<file path="src/rtl/fetch_pkg.sv">
// Shared types and constants for the instruction fetch stage.
package fetch_pkg;

    typedef enum logic [1:0] {
        S_REQ,
        S_WAIT,
        S_DROP,
        S_HOLD
    } fetch_state_e;

    localparam logic [31:0] DefaultResetVector = 32'h0000_0000;

endpackage

</file>
<file path="src/rtl/fetch_unit.sv">
// Fetch stage: issues one imem request at a time and fills the F/D pipeline register.
// Redirects retarget the PC and squash any response still in flight.
module fetch_unit
    import fetch_pkg::*;
#(
    parameter logic [31:0] RESET_VECTOR = DefaultResetVector
) (
    input  logic        clk,
    input  logic        rst,
    input  logic [31:0] PCNext_F,
    input  logic        Redirect_E,
    input  logic        Stall_D,
    input  logic        Flush_D,
    output logic        IReq_F,
    output logic [31:0] IAddr_F,
    input  logic        IGnt_F,
    input  logic        IRValid_F,
    input  logic [31:0] IRData_F,
    output logic [31:0] PC_F,
    output logic [31:0] PCPlus4_F,
    output logic [31:0] Instr_D,
    output logic [31:0] PC_D,
    output logic [31:0] PCPlus4_D,
    output logic        Valid_D
);

    fetch_state_e state_q, state_d;
    logic [31:0]  pc_q, pc_d;
    logic [31:0]  hold_q, hold_d;
    logic [31:0]  instr_q, instr_d;
    logic [31:0]  dpc_q, dpc_d;
    logic [31:0]  dpcp4_q, dpcp4_d;
    logic         valid_q, valid_d;

    logic         accept;
    logic         deliver;
    logic [31:0]  deliver_word;
    logic [31:0]  pc_plus4;

    assign pc_plus4 = pc_q + 32'd4;
    assign accept   = !valid_q || !Stall_D;

    // State register
    always_ff @(posedge clk) begin
        if (rst) begin
            state_q <= S_REQ;
            pc_q    <= RESET_VECTOR;
            hold_q  <= '0;
            instr_q <= '0;
            dpc_q   <= '0;
            dpcp4_q <= '0;
            valid_q <= 1'b0;
        end else begin
            state_q <= state_d;
            pc_q    <= pc_d;
            hold_q  <= hold_d;
            instr_q <= instr_d;
            dpc_q   <= dpc_d;
            dpcp4_q <= dpcp4_d;
            valid_q <= valid_d;
        end
    end

    // Next-state logic; a redirect always wins over delivery.
    always_comb begin
        state_d      = state_q;
        pc_d         = pc_q;
        hold_d       = hold_q;
        deliver      = 1'b0;
        deliver_word = IRData_F;

        unique case (state_q)
            S_REQ: begin
                if (Redirect_E) pc_d = PCNext_F;
                if (IGnt_F) state_d = Redirect_E ? S_DROP : S_WAIT;
            end
            S_WAIT: begin
                if (Redirect_E) begin
                    pc_d    = PCNext_F;
                    state_d = IRValid_F ? S_REQ : S_DROP;
                end else if (IRValid_F) begin
                    if (accept) begin
                        deliver = 1'b1;
                        state_d = S_REQ;
                    end else begin
                        hold_d  = IRData_F;
                        state_d = S_HOLD;
                    end
                end
            end
            S_DROP: begin
                if (Redirect_E) pc_d = PCNext_F;
                if (IRValid_F) state_d = S_REQ;
            end
            S_HOLD: begin
                if (Redirect_E) begin
                    pc_d    = PCNext_F;
                    hold_d  = '0;
                    state_d = S_REQ;
                end else if (accept) begin
                    deliver      = 1'b1;
                    deliver_word = hold_q;
                    state_d      = S_REQ;
                end
            end
            default: state_d = S_REQ;
        endcase

        if (deliver) pc_d = PCNext_F;

        instr_d = instr_q;
        dpc_d   = dpc_q;
        dpcp4_d = dpcp4_q;
        valid_d = valid_q;
        if (deliver) begin
            instr_d = deliver_word;
            dpc_d   = pc_q;
            dpcp4_d = pc_plus4;
            valid_d = 1'b1;
        end else if (Flush_D) begin
            valid_d = 1'b0;
        end
    end

    // Outputs
    always_comb begin
        IReq_F    = (state_q == S_REQ) && !rst;
        IAddr_F   = pc_q;
        PC_F      = pc_q;
        PCPlus4_F = pc_plus4;
        Instr_D   = instr_q;
        PC_D      = dpc_q;
        PCPlus4_D = dpcp4_q;
        Valid_D   = valid_q;
    end

endmodule

</file>
<file path="config.mk">
export PLATFORM = sky130hd
export DESIGN_NAME = fetch_unit
export DESIGN_NICKNAME = d
export VERILOG_FILES = /design/src/rtl/fetch_pkg.sv /design/src/rtl/fetch_unit.sv
export SDC_FILE = /design/constraint.sdc
export NUM_CORES = 1
export LEC_CHECK = 0
export CAP_MARGIN = 20
export CORE_ASPECT_RATIO = 1.75
export CORE_MARGIN = 2
export CORE_UTILIZATION = 30
export CTS_CLUSTER_DIAMETER = 30
export DETAILED_ROUTE_END_ITERATION = 16
export GPL_ROUTABILITY_DRIVEN = 0
export SLEW_MARGIN = 10
export SYNTH_ARGS = -nofsm -noshare
export SYNTH_HDL_FRONTEND = slang
export SYNTH_SLANG_ARGS = --single-unit
</file>
<file path="constraint.sdc">
create_clock -name clk -period 4.5 [get_ports clk]
set_input_delay 0.9 -clock clk [delete_from_list [all_inputs] [get_ports clk]]
set_output_delay 0.9 -clock clk [all_outputs]
set_load 0.02 [all_outputs]
</file>
Word-level counts from Yosys, hierarchy flattened
Index checks and enable logic that the tools add are counted.
- register bits: 163
- bits of input ports: 71
- output and inout bits: 194
- logic and storage cells: 57
- add/subtract/negate cells: 1
- eq/ne operators: 11
- muxes and demuxes: 27
- reductions and logical operators: 11
- operators by type and width (operator ; number):
    $mux W32 ; 9
    $pmux W32 S2 ; 1
    $add A32 B3 Y32 const B ; 1
    $mux W2 ; 9
    $ne A2 B2 Y1 const B ; 5
    $pmux W2 S4 ; 1
    $reduce_and A4 Y1 ; 2
    $mux W1 ; 6
    $ne A3 B3 Y1 const B ; 2
    $eq A2 B2 Y1 const B ; 2
    $reduce_bool A2 Y1 ; 2
    $reduce_or A4 Y1 ; 1
    $logic_not A1 Y1 ; 3
    $ne A3 B1 Y1 const B ; 1
    $eq A2 B1 Y1 const B ; 1
    $logic_not A2 Y1 ; 1
    $pmux W1 S2 ; 1
    $logic_and A1 B1 Y1 ; 1
    $logic_or A1 B1 Y1 ; 1

Logic depth before layout (Yosys ltp)
Gate-level depths: netlist (run 1).
- depth after elaboration: 7
- mapped depth: 9
- mapped depth without buffers: 6

Worst setup path after synthesis (run 1)
OpenSTA, ideal clock, no wires.
- kind: register to output
- start point: register pc_q[12], in the netlist IAddr_F[12]
- end point: output PCPlus4_F[29]
- arrival: 2.278 ns
- data required time: 3.600 ns
- slack: 1.322 ns
- cell stages (with the launch flop): 8
- cells stage by stage: dfxtp_1 > buf_2 > nand4_2 > or4_4 > buf_6 > buf_6 > o41ai_1 > nand2_1
- longest elaborated chain between the ends: 1
- RTL lines (item ; RTL line ; text):
    from (decl) ; fetch_unit.sv:28 ; logic [31:0] pc_q, pc_d;
    from (signal assigned) ; fetch_unit.sv:55 ; pc_q <= pc_d;
    $add A32 B3 Y32 ; fetch_unit.sv:40 ; assign pc_plus4 = pc_q + 32'd4;
    to (decl) ; fetch_unit.sv:20 ; output logic [31:0] PCPlus4_F,
Every way passes these cells.

Final worst setup path (run 1)
- start point: register pc_q[3], in the netlist IAddr_F[3]
- end point: output PCPlus4_F[22]
Same word-level chain as after synthesis.

==> impl_summary.log, run 1 <==
[metrics] buffer type at the clock tree root: sky130_fd_sc_hd__clkbuf_16
[metrics] Worst Hold Path EP: PC_D[9]
[metrics] slew at the pin closest to its max-slew limit: between 0.8 and 0.9 ns
[metrics] total setup buffers inserted after CTS: 0
[metrics] HP Class: reg -> reg
[metrics] area growth from synthesis to layout: 45.8%
[metrics] ratio of final minimum period to clock period: about 92%
[metrics] final sum of negative setup slack: 0 ns
[metrics] startpoint-to-endpoint class of the critical path: reg -> out
[metrics] H-tree depth reported by CTS: 4
[metrics] number of buffers between clock root and the deepest sink: 2
[metrics] first-pass GRT wire length: between 30 and 40 mm
[metrics] DR iter-0 viols: roughly 470
[metrics] CP max stage delay: between 0.6 and 0.7 ns
[metrics] top cell types by occurrence after synthesis: sky130_fd_sc_hd__nand2_1 (187), sky130_fd_sc_hd__dfxtp_1 (161), sky130_fd_sc_hd__nor2_1 (96)
[metrics] Initial DRT Pass Iterations: 5
[metrics] run status: complete, no violations
[metrics] sinks on the clock net: approximately 160
[metrics] total power density per cell area: between 300 and 400 nW/um^2
[metrics] worst hold slack across all endpoints: 0.452 ns
[metrics] pin count of the biggest net entering global routing: 84
[metrics] post-synthesis cell count: 884
[metrics] number of enable-type register cells in the synthesized netlist: 0
[metrics] syn nets: 961
[metrics] destination of the worst register-to-register timing path: PCPlus4_D[28]
[metrics] DPL Wire Length: 18.2 mm
[metrics] share of post-route cells with drive strength above 1: around 6%
[metrics] number of hold buffers added after cts: 0
[metrics] via count of the first global-routing pass: approximately 6.6k
[metrics] floorplan die area: around 25000 um^2
[metrics] area share of the largest cell type after synthesis: 45.7%
[metrics] critical path, cell by cell: ha_1 > nand4_1 > nor3_1 > and3_1 > xor2_1 > clkdlybuf4s50_1
[metrics] reg2reg start: IAddr_F[5]
[metrics] Overall Power: between 3 and 4 mW
[metrics] max cap viols: 0
[metrics] overall fraction of global-route tracks in use: just over 20%
[metrics] final-report max-slew violation count: 0
[metrics] FF-to-FF setup slack: between 2 and 2.5 ns
[metrics] primary flip-flop cell chosen by synthesis mapping: sky130_fd_sc_hd__dfxtp_1
[metrics] setup ws final: 0.356 ns
[metrics] CTS-repair resized insts: 0
[metrics] cell area after synthesis: 7060 um^2
[metrics] clock period minus final worst setup slack: about 4.1 ns
[metrics] start point of the worst min-delay path: PC_D[9]
[metrics] number of rows in the core area: 74
[metrics] relative slew slack: about two fifths
[metrics] RSZ-0062 raised after global routing: false
[metrics] drt wl/cell: between 15 and 20 um
[metrics] setup violation total in the final timing report: 0
[metrics] IO Count: 265
[metrics] YS warnings: 0
[metrics] number of remaining DRC errors: 0
[metrics] number of antenna violations at the first check in global routing: 2
[metrics] data required time of the worst path: ~3.6 ns
[metrics] starting density of the core: a little under a third
[metrics] slowest cell on the critical path: sky130_fd_sc_hd__clkdlybuf4s50_1
[metrics] Setup Skew: roughly 0.0095 ns
[metrics] Top delay family on crit path: simple AND/OR/NAND/NOR gates
[metrics] ys async rst share: 0%
[metrics] core box area: ~23000 um^2
[metrics] number of buffer and inverter stages on the critical path: 1
[metrics] startpoint types: register
[metrics] average size of a mapped cell: between 7 and 8 um^2
[metrics] vertical die dimension: a little over 200 um
[metrics] Crit. End Element: output pin
[metrics] clock latency on the worst-skew pair: between 0.4 and 0.5 ns
[metrics] top achievable clock speed: roughly 240 MHz
[metrics] Remaining Overflow, GRT: 0
[metrics] cell with the most instances after synthesis: sky130_fd_sc_hd__nand2_1
[metrics] Synth Register Bits: roughly 160
[metrics] worst-path maximum fanout: 10
[metrics] number of nets in the final layout: ~1.2k
[metrics] residual antenna-violating net count after detailed routing: 0
[metrics] leading area contributor after synthesis: sky130_fd_sc_hd__dfxtp_1
[metrics] leakage power: 3.61 nW
[metrics] placement-stage worst setup slack: 0.800 ns
[metrics] clock slew seen by the registers of the worst setup and hold paths: roughly 0.06 ns
[metrics] Hold Crit Depth: 2
[metrics] Worst EP arrival: about 3.2 ns
[metrics] die width: between 100 and 150 um
[metrics] utilization after layout: around 44%
[metrics] worst reg2reg path depth: 4
[metrics] synth unique cells: around 50
[metrics] number of hold-slack violations in the final timing report: 0
[metrics] sequential element share of the synthesized area: about 46%
[metrics] total via count after detailed routing: slightly above 7k
[metrics] TritonCTS buffer count: 17
[metrics] IO Port Bufs: 264
[metrics] total length of routed wires: approximately 26 mm
[metrics] synth top area cells: sky130_fd_sc_hd__dfxtp_1 (46%), sky130_fd_sc_hd__nand2_1 (9.9%), sky130_fd_sc_hd__a21oi_1 (5.7%)
[metrics] Max rail drop VDD: around 0.00018 V
[metrics] via density per instance: 5.07
[metrics] clock tree from TritonCTS: done
## worst min-delay path, stage by stage (launching register included)
cell	delay, ns
sky130_fd_sc_hd__dfxtp_1	0.30
sky130_fd_sc_hd__nand2_1	0.05
sky130_fd_sc_hd__a21oi_1	0.05
## cell type report
type                            instances  area, um^2
Sequential cell                       161        3220
Multi-Input combinational cell        601        3250
Tap cell                              304         380
Inverter                                9        33.8
Clock buffer                           21         450
Timing Repair Buffer                  286        2820
Antenna cell                            2        5.00
Clock inverter                         11         138
Fill cell                            2285       12900
## per-stage QoR
| stage | instances | cell area (um^2) |
|---|---|---|
| finish | 1395 | 10300 |
| global route | 1395 | 10300 |
| CTS | 1393 | 10300 |
| detailed placement | 1361 | 9700 |
| global placement | 1361 | 9700 |
| floorplan | 884 | 7060 |
## cell families (layout without fill, tap and decap cells)
| logic type | Yosys count | count (layout) | share of synthesized area (%) |
|---|---|---|---|
| and+or+nand+nor | 385 | 385 | 23.9 |
| AOI/OAI and AO/OA | 193 | 193 | 18.5 |
| DFF | 161 | 161 | 45.7 |
| buffers and inverters | 122 | 327 | 8.70 |
| xor gates and xnor gates | 16 | 16 | 1.99 |
| adders and majority gates | 6 | 6 | 1.06 |
| muxes | 1 | 1 | 0.142 |
| other | 0 | 2 | 0 |
## report_power, final
group	internal (mW)	switching [mW]	total (mW)
Clock	0.882	0.594	1.48
Combinational	0.277	0.337	0.614
Sequential	1.48	0.0588	1.54
Total	2.64	0.989	3.63
## cell usage in the layout (no fill, tap or decap), types with 9 or more instances in the layout
cell type and instances:
sky130_fd_sc_hd__nand4_1 11, sky130_fd_sc_hd__nand3_1 44, sky130_fd_sc_hd__nand2_1 186, sky130_fd_sc_hd__buf_4 22, sky130_fd_sc_hd__clkbuf_16 17, sky130_fd_sc_hd__a21oi_1 80
sky130_fd_sc_hd__nor2_1 96, sky130_fd_sc_hd__a22oi_1 32, sky130_fd_sc_hd__a311oi_1 45, sky130_fd_sc_hd__inv_1 9, sky130_fd_sc_hd__dfxtp_1 161, sky130_fd_sc_hd__clkdlybuf4s50_1 263
## metal layers
metal / wire (um) / vias up / track usage, %
met5: 0 / - / 0
met1: 9810 / 3378 / 22.1
met3: 1410 / 43 / 4.81
met4: 983 / 0 / 10.7
met2: 13600 / 244 / 36.3
li1: - / 3413 / -
## worst max-delay path by stage
stage	endpoint	slack (ns)	from	cells after the start
global placement	PCPlus4_F[30]	0.88	IAddr_F[5]	5
CTS	PCPlus4_F[24]	0.32	IAddr_F[3]	6
global route	PCPlus4_F[22]	0.12	IAddr_F[3]	6
floorplan	PCPlus4_F[29]	1.32	IAddr_F[12]	7
finish	PCPlus4_F[22]	0.36	IAddr_F[3]	6
detailed placement	PCPlus4_F[24]	0.80	IAddr_F[3]	6
## flip-flops by register name, summed over array words and instances, names as in the netlist
name / flops
hold_q: 32
Instr_D: 32
PC_D: 32
IAddr_F: 32
Valid_D: 1
PCPlus4_D: 30
state_q: 2
Power figures use the tool's default switching activity.
==> run 2: changes to the inputs <==
--- a/config.mk
+++ b/config.mk
@@ -12,6 +12,7 @@
 export CTS_CLUSTER_DIAMETER = 30
 export DETAILED_ROUTE_END_ITERATION = 16
 export GPL_ROUTABILITY_DRIVEN = 0
+export REMOVE_ABC_BUFFERS = 1
 export SLEW_MARGIN = 10
 export SYNTH_ARGS = -nofsm -noshare
 export SYNTH_HDL_FRONTEND = slang
==> run 2 against run 1 <==
Sequential power is essentially flat. Fmax is 1.4% lower. Die area unchanged. Critical path depth is the same. Global-route usage fell by 0.79 points. Combinational power down 3.6%. First-iteration DRC count down 20%. Critical endpoint unchanged. Worst setup slack worse by 0.058 ns. Largest cell class unchanged.
==> impl_summary.log, run 2 (synthesis gave the netlist of run 1 again) <==
[metrics] clock tree from TritonCTS: done
[metrics] total setup buffers inserted after CTS: 0 (unchanged)
[metrics] Remaining Overflow, GRT: 0 (unchanged)
[metrics] DPL Wire Length: 17.1 mm (-5.9%)
[metrics] leakage power: 3.55 nW (-1.7%)
[metrics] via density per instance: 5.02 (-0.99%)
[metrics] RSZ-0062 raised after global routing: false
[metrics] drt wl/cell: 17.7 um (-4.4%)
[metrics] number of rows in the core area: 74 (unchanged)
[metrics] total power density per cell area: 339 nW/um^2 (-3.9%)
[metrics] commonest cells after routing, fill and taps aside: sky130_fd_sc_hd__clkdlybuf4s50_1 (263), sky130_fd_sc_hd__nand2_1 (186), sky130_fd_sc_hd__dfxtp_1 (161), sky130_fd_sc_hd__nor2_1 (96), sky130_fd_sc_hd__a21oi_1 (80)
[metrics] die width: 120 um (unchanged)
[metrics] share of post-route cells with drive strength above 1: 5.26% (-0.62 points)
[metrics] post-placement cell count: 1356 (-0.37%)
[metrics] buffer type at the clock tree root: sky130_fd_sc_hd__clkbuf_16
[metrics] Worst EP arrival: 3.30 ns (+0.06 ns)
[metrics] via count of the first global-routing pass: 6818 (+2.8%)
[metrics] core box area: 23200 um^2 (unchanged)
[metrics] clock slew seen by the registers of the worst setup and hold paths: 0.06 ns (about the same)
[metrics] final sum of negative setup slack: 0 ns (unchanged)
[metrics] H-tree depth reported by CTS: 4 (unchanged)
[metrics] DR iter-0 viols: 374 (-20%)
[metrics] sinks on the clock net: 161 (unchanged)
[metrics] Initial DRT Pass Iterations: 4 (-1)
[metrics] HP Class: reg -> reg
[metrics] residual antenna-violating net count after detailed routing: 0 (unchanged)
[metrics] number of hold-slack violations in the final timing report: 0 (unchanged)
[metrics] IO Count: 265 (unchanged)
[metrics] Hold Crit Depth: 2 (unchanged)
[metrics] startpoint types: register
[metrics] IO Port Bufs: 264 (unchanged)
[metrics] leading cell type in the layout, fill and taps excluded: sky130_fd_sc_hd__clkdlybuf4s50_1
[metrics] overall fraction of global-route tracks in use: 19.5% (-0.79 points)
[metrics] Overall Power: 3.45 mW (-4.9%)
[metrics] floorplan die area: 24800 um^2 (unchanged)
[metrics] pin count of the biggest net entering global routing: 76 (-9.5%)
[metrics] CTS-repair resized insts: 0 (unchanged)
[metrics] worst reg2reg path depth: 7 (+3)
[metrics] ratio of final minimum period to clock period: 93.4% (+1.3 points)
[metrics] TritonCTS buffer count: 17 (unchanged)
[metrics] worst-path maximum fanout: 10 (unchanged)
[metrics] number of buffers between clock root and the deepest sink: 2 (unchanged)
[metrics] post-detailed-placement cell area: 9670 um^2 (-0.35%)
[metrics] startpoint-to-endpoint class of the critical path: reg -> out
[metrics] setup violation total in the final timing report: 0 (unchanged)
[metrics] relative slew slack: 31.6% (-9.5 points)
[metrics] starting density of the core: 30.4% (unchanged)
[metrics] max cap viols: 0 (unchanged)
[metrics] count of non-filler cells in the finished layout: 1389 (-0.43%)
[metrics] clock period minus final worst setup slack: 4.20 ns (+0.0583 ns)
[metrics] Max rail drop VDD: 0.000213 V (+16%)
[metrics] number of hold buffers added after cts: 0 (unchanged)
[metrics] top achievable clock speed: 238 MHz (-1.4%)
[metrics] final-report max-slew violation count: 0 (unchanged)
[metrics] number of remaining DRC errors: 0 (unchanged)
[metrics] run status: complete, no violations
[metrics] data required time of the worst path: 3.60 ns (about the same)
[metrics] first-pass GRT wire length: 37.8 mm (-2.0%)
[metrics] total length of routed wires: 24.6 mm (-4.8%)
[metrics] number of nets in the final layout: 1148 (-0.43%)
[metrics] Finished Cell Area: 10200 um^2 (-1.0%)
[metrics] utilization after layout: 43.8% (-0.46 points)
[metrics] Setup Skew: 0.0106 ns (+0.00112 ns)
[metrics] total via count after detailed routing: 6978 (-1.4%)
[metrics] number of antenna violations at the first check in global routing: 2 (unchanged)
[metrics] vertical die dimension: 207 um (unchanged)
[metrics] slew at the pin closest to its max-slew limit: 1.02 ns (+0.140 ns)
[metrics] clock latency on the worst-skew pair: 0.42 ns (about the same)
[metrics] area growth from synthesis to layout: 44.3%
[metrics] Crit. End Element: output pin
## run 2: metal layers
metal | GRT usage (%) | up-vias | share of wire (%)
li1 | - | 3397 | -
met5 | 0 | - | 0.065
met4 | 7.82 | 2 | 2.6
met1 | 21.0 | 3308 | 38
met3 | 4.86 | 34 | 6.2
met2 | 36.2 | 237 | 53
## run 2: layout make-up
cell class	instances	area, um^2
antenna	1	2.50
clock buffer	23	458
clock inverter	9	60.1
fill	2300	13100
inverter	9	33.8
multi-input combinational	601	3250
sequential	161	3220
tap	304	380
timing repair buffer	281	2780
## run 2: metrics by stage
stage | hold WS, ns | setup WS [ns]
floorplan | 0.461 | 0.307
finish | 0.453 | 0.298
global placement | 0.441 | 0.873
global route | 0.470 | 0.0877
detailed placement | 0.447 | 0.775
CTS | 0.455 | 0.292
## run 2: power breakdown
group | total (mW) | switching [mW] | internal [mW]
clock network | 1.31 | 0.595 | 0.719
registers | 1.54 | 0.0662 | 1.48
logic | 0.592 | 0.319 | 0.272
## run 2: path summary, 6_finish.rpt
kind | from | end | slack [ns]
setup / recovery | IAddr_F[3] | PCPlus4_F[22] | 0.30
hold / removal | PC_D[26] | PC_D[26] | 0.45
setup reg to reg | state_q[1] | Instr_D[10] | 1.81
hold reg to reg | PC_D[26] | PC_D[26] | 0.45
## run 2: worst max-delay path: stages (launching register included)
cell,delay [ns]
sky130_fd_sc_hd__dfxtp_1,0.48
sky130_fd_sc_hd__ha_1,0.44
sky130_fd_sc_hd__nand4_1,0.25
sky130_fd_sc_hd__nor3_1,0.59
sky130_fd_sc_hd__and3_1,0.28
sky130_fd_sc_hd__xor2_1,0.17
sky130_fd_sc_hd__clkdlybuf4s50_1,0.67
